[src/rtl/ifetch_line_buffer.sv]
`default_nettype none
// ============================================================================
// Module      : ifetch_line_buffer
// Description : Single-line instruction buffer. Serves 32-bit words from one
//               cached 16-byte line and refills it from a fixed-latency,
//               handshake-free line memory on a miss. Optional hit/miss
//               counters are enabled with `define IFETCH_PERF_EN.
// Revision    : 1.0 - initial release
// ============================================================================
module ifetch_line_buffer #(
    parameter int MEM_LATENCY = 7,
    parameter int ADDR_W      = 32
) (
    input  logic              clk,
    input  logic              rst_n,
    input  logic              cpu_req,
    input  logic [ADDR_W-1:0] cpu_addr,
    output logic              cpu_ready,
    output logic [31:0]       cpu_instr,
    output logic              cpu_err,
    output logic [ADDR_W-1:0] mem_address,
    input  logic [127:0]      mem_dataline
`ifdef IFETCH_PERF_EN
    ,
    output logic [31:0]       perf_hits,
    output logic [31:0]       perf_misses
`endif
);

    localparam int c_TAG_W = ADDR_W - 4;
    localparam int c_CNT_W = $clog2(MEM_LATENCY + 1);
    localparam logic [c_CNT_W-1:0] c_CNT_LAST = c_CNT_W'(MEM_LATENCY - 1);
    localparam logic [c_CNT_W-1:0] c_CNT_ONE  = c_CNT_W'(1);

    typedef enum logic [1:0] {
        S_IDLE    = 2'd0,
        S_WAIT    = 2'd1,
        S_CAPTURE = 2'd2
    } state_t;

    state_t               r_state;
    logic                 r_valid;
    logic [c_TAG_W-1:0]   r_tag;
    logic [127:0]         r_line;
    logic [c_CNT_W-1:0]   r_cnt;
    // Block address presented to memory; doubles as the latched miss tag.
    logic [c_TAG_W-1:0]   r_mem_blk;

    logic                 w_aligned;
    logic                 w_hit;
    logic                 w_start;
    logic [31:0]          w_word;

    assign w_aligned   = (cpu_addr[1:0] == 2'b00);
    assign w_hit       = cpu_req & r_valid & w_aligned & (r_tag == cpu_addr[ADDR_W-1:4]);
    assign w_start     = (r_state == S_IDLE) & cpu_req & w_aligned & ~w_hit;
    assign mem_address = {r_mem_blk, 4'h0};

    // Memory places words 1 and 2 swapped within the line.
    always_comb begin
        w_word = 32'h0;
        case (cpu_addr[3:2])
            2'd0:    w_word = r_line[31:0];
            2'd1:    w_word = r_line[95:64];
            2'd2:    w_word = r_line[63:32];
            default: w_word = r_line[127:96];
        endcase
    end

    assign cpu_ready = w_hit;
    assign cpu_instr = w_hit ? w_word : 32'h0;
    assign cpu_err   = rst_n & cpu_req & ~w_aligned;

    always_ff @(posedge clk or negedge rst_n) begin
        if (!rst_n) begin
            r_state   <= S_IDLE;
            r_valid   <= 1'b0;
            r_tag     <= '0;
            r_line    <= '0;
            r_cnt     <= '0;
            r_mem_blk <= '0;
        end else begin
            case (r_state)
                S_IDLE: begin
                    if (w_start) begin
                        r_mem_blk <= cpu_addr[ADDR_W-1:4];
                        r_cnt     <= '0;
                        r_valid   <= 1'b0;
                        r_state   <= S_WAIT;
                    end
                end
                S_WAIT: begin
                    r_cnt <= r_cnt + c_CNT_ONE;
                    if (r_cnt == c_CNT_LAST) begin
                        r_state <= S_CAPTURE;
                    end
                end
                S_CAPTURE: begin
                    r_line  <= mem_dataline;
                    r_tag   <= r_mem_blk;
                    r_valid <= 1'b1;
                    r_state <= S_IDLE;
                end
                default: r_state <= S_IDLE;
            endcase
        end
    end

`ifdef IFETCH_PERF_EN
    logic [31:0] r_perf_hits;
    logic [31:0] r_perf_misses;

    always_ff @(posedge clk or negedge rst_n) begin
        if (!rst_n) begin
            r_perf_hits   <= 32'h0;
            r_perf_misses <= 32'h0;
        end else begin
            if (w_hit && (r_perf_hits != 32'hFFFF_FFFF)) begin
                r_perf_hits <= r_perf_hits + 32'd1;
            end
            if (w_start && (r_perf_misses != 32'hFFFF_FFFF)) begin
                r_perf_misses <= r_perf_misses + 32'd1;
            end
        end
    end

    assign perf_hits   = r_perf_hits;
    assign perf_misses = r_perf_misses;
`endif

endmodule
`default_nettype wire

[config.mk]
export PLATFORM = sky130hd
export DESIGN_NAME = ifetch_line_buffer
export DESIGN_NICKNAME = d
export VERILOG_FILES = /design/src/rtl/ifetch_line_buffer.sv
export SDC_FILE = /design/constraint.sdc
export NUM_CORES = 1
export LEC_CHECK = 0
export ABC_AREA = 1
export CAP_MARGIN = 0
export CORE_ASPECT_RATIO = 0.9
export CORE_UTILIZATION = 50
export CTS_BUF_LIST = sky130_fd_sc_hd__clkbuf_8
export DETAILED_ROUTE_END_ITERATION = 8
export GPL_TIMING_DRIVEN = 0
export PLACE_DENSITY = 0.82
export SYNTH_ARGS = -nofsm -noshare
export SYNTH_HDL_FRONTEND = slang
export SYNTH_SLANG_ARGS = --single-unit
[constraint.sdc]
create_clock -name clk -period 3.7 [get_ports clk]
set_clock_uncertainty 0.2 [all_clocks]
set_input_delay 0.74 -clock clk [delete_from_list [all_inputs] [get_ports clk]]
set_output_delay 0.74 -clock clk [all_outputs]
set_load 0.005 [all_outputs]
==> results.cfg <==
[setup_path]
reg2reg_depth = 6
critPathBufInv = 4
crit_slowest_cell = clkdlybuf4s50_1
crit_chain = clkdlybuf4s50_1 > xnor2_2 > nand4_1 > or2_0 > nor2_1 > nand2_2 > buf_4 > buf_6 > nor2_1 > dlygate4sd2_1
cp_data_required_time_ns = 2.76
crit_family = buffers and inverters
critical_path.most_common_cell = nor2_1
worstSetupStartpointType = input pin
worstReg2RegStart = r_state[0]
r2r_slack_ns = 1.60
crit_path_end_kind = primary output
timing.rr.end = r_tag[6]
crit_path_max_incr_delay_ns = 0.53
path_class = in2out
arrival_ns = 2.70
critPathMaxFanout = 10

[layout]
syn2layout_area_growth_pct = 35.3
final_nets = 1301
final_cell_area_um2 = 12000
drive_gt1_share_pct = 23.3
final_util_pct = 70.2

[status]
status = finished, final reports clean

[clocking]
clk_pin_slew_ns = 0.10
cts_tree = built
h-tree-depth = 4
cts.sinks = 190
numCtsBuffers = 17
clk_latency_ns = 0.47
clockBufferDepth = 2
root_buffer = clkbuf_8

[logic_synthesis]
synth_cells = 881
synth_top_area_share_pct = 53.5
synthTopCellsByArea = dfrtp_1 54%, mux2_2 17%, nand2_1 7.1%
synth-async-reset-ratio_pct = 100
netlist.top_cell.by_area = dfrtp_1
synthTopCellsByCount = 190 x dfrtp_1, 169 x nand2_1, 134 x mux2_2, 83 x nor2_1, 55 x o21ai_0
synth_warnings = 0
post_synth.cell_area_avg_um2 = 10.1
post-synth-top-count-cell = dfrtp_1
seq_area_frac_synth_pct = 53.5
synth_area_um2 = 8880
ys_ff_latch = 190
ys.flop_type = dfrtp_1
synth_cell_types = 35
synth_enable_flop_cells = 0

[floorplan]
rows = 45
initial_core_util_pct = 51.9
die-area_um2 = 18300
coreArea_um2 = 17100
die_w_um = 143
ios = 229
die_h_um = 128

[global_route]
grt_pass1_wl_um = 38000
track_usage_pct = 27.6
grt_max_degree = 104
grt_pass1_vias = 7107
grt_antenna_before_repair = 1
gr-total-overflow = 0

[sta]
relSlewSlack_pct = 48.0
setup_viol = 0
period_minus_slack_ns = 3.64
tightest_slew_ns = 0.780
max_freq_ghz = 0.275
final_max_slew_viol_count = 0
finalCritPeriodShare_pct = 98.3
holdWs_ns = 0.107
finalHoldViolCount = 0

[routing]
firstDrtPassIters = 5
drt_wl_total_um = 24600
drc_errors = 0
ant_nets = 0
drt_iter0_markers = 595
wire_per_inst_um = 17.8
num_vias = 7248
viasPerCell = 5.24

[min_path]
holdCritPathClass = in2async

[job]
cap_violations = 0

[placed_design]
gp_congestion = 0.936
portBuffers = 223
hpwlAfterDp_um = 17800
postPlaceCellArea_um2 = 11500

[power]
power-per-cell-area_nw_per_um2 = 632
power_leakage_nw = 5.62
total_power_mw = 7.60
peakVddDrop_v = 0.000314
through the flow:
stage          setup TNS, ns  setup WS, ns  cells
6_report                   0        0.0645   1384
2_1_floorplan              0          1.06    884
5_1_grt              -0.0101       -0.0101   1384
3_5_place_dp           -9.86        -0.373   1343
3_3_place_gp        -1211.37         -6.31   1342
4_1_cts             -0.00619      -0.00619   1379
cell families after synthesis:
logic type,after synthesis,synth area share (%)
simple gates,320,15.2
flops,190,53.5
mux,134,17.0
compound gates,120,7.44
buf+inv,104,5.59
xor+xnor,10,0.986
fa+ha+maj,2,0.282
other cells,1,0.0422
repair_timing:
action,CTS,global route
gates resized for setup,77,13
endpoints found under the hold margin,0,0
setup endpoints to repair,33,2
hold buffers,0,0
pin swaps,6,7
cloned,1,0
buffers inserted,4,4
state kept, by name (all words and copies together) (netlist names):
name,cells
r_valid,1
r_line,128
r_cnt,3
r_tag,28
r_mem_blk,28
r_state,2
how the worst max path moves through the flow:
stage	start	to	slack, ns	depth (start not counted)
2_1_floorplan	cpu_addr[0]	cpu_instr[22]	1.06	9
3_3_place_gp	rst_n	r_line[16]	-6.31	1
4_1_cts	cpu_addr[30]	cpu_ready	-0.006	11
6_report	cpu_addr[4]	cpu_instr[15]	0.06	10
5_1_grt	cpu_addr[0]	cpu_instr[20]	-0.01	12
3_5_place_dp	cpu_addr[29]	cpu_instr[3]	-0.37	9
cell usage in the layout (no fill, tap or decap), drive strengths merged, types with 3 or more instances in the layout:
cell type      count
dfrtp            190
nand2            172
clkdlybuf4s50    171
mux2             134
o21ai             92
nor2              86
inv               60
nand3             47
buf               46
dlygate4sd2       44
clkbuf            31
a21oi             22
xnor2             10
dlymetal6s2s       6
nor3               5
nand4              4
conb               4
bufinv             4
clkinv             4
o22ai              3
or2                3
per-layer routing:
| metal | share of wire, % | vias up | wire (um) | track usage, % |
|---|---|---|---|---|
| met4 | 2.3 | 0 | 578 | 9.30 |
| met2 | 46 | 248 | 11400 | 42.9 |
| li1 | - | 3415 | - | - |
| met5 | 0 | - | 0 | 0 |
| met1 | 44 | 3547 | 10900 | 38.6 |
| met3 | 6.8 | 38 | 1670 | 5.99 |
power by group:
part,internal (mW),total (mW),switching (mW),leakage [nW]
Sequential,3.09,3.68,0.588,2.27
Combinational,1.39,2.40,1.01,3.13
Clock,0.755,1.52,0.768,0.217
worst reg2reg max path, cell delays in order (launching register included):
cell,delay [ns]
dfrtp_1,0.40
inv_1,0.07
nand2_1,0.23
buf_2,0.32
buf_2,0.34
buf_2,0.32
a21oi_1,0.11
final cells by class:
| type | instances | area (um^2) |
|---|---|---|
| Antenna cell | 1 | 2.50 |
| Multi-Input combinational cell | 590 | 3720 |
| Timing Repair Buffer | 233 | 2290 |
| Clock buffer | 18 | 248 |
| Buffer | 47 | 309 |
| Inverter | 57 | 214 |
| Tap cell | 235 | 294 |
| Fill cell | 1352 | 5100 |
| Sequential cell | 190 | 4750 |
| Clock inverter | 13 | 188 |
No activity file was read; power rests on OpenSTA's default activity.
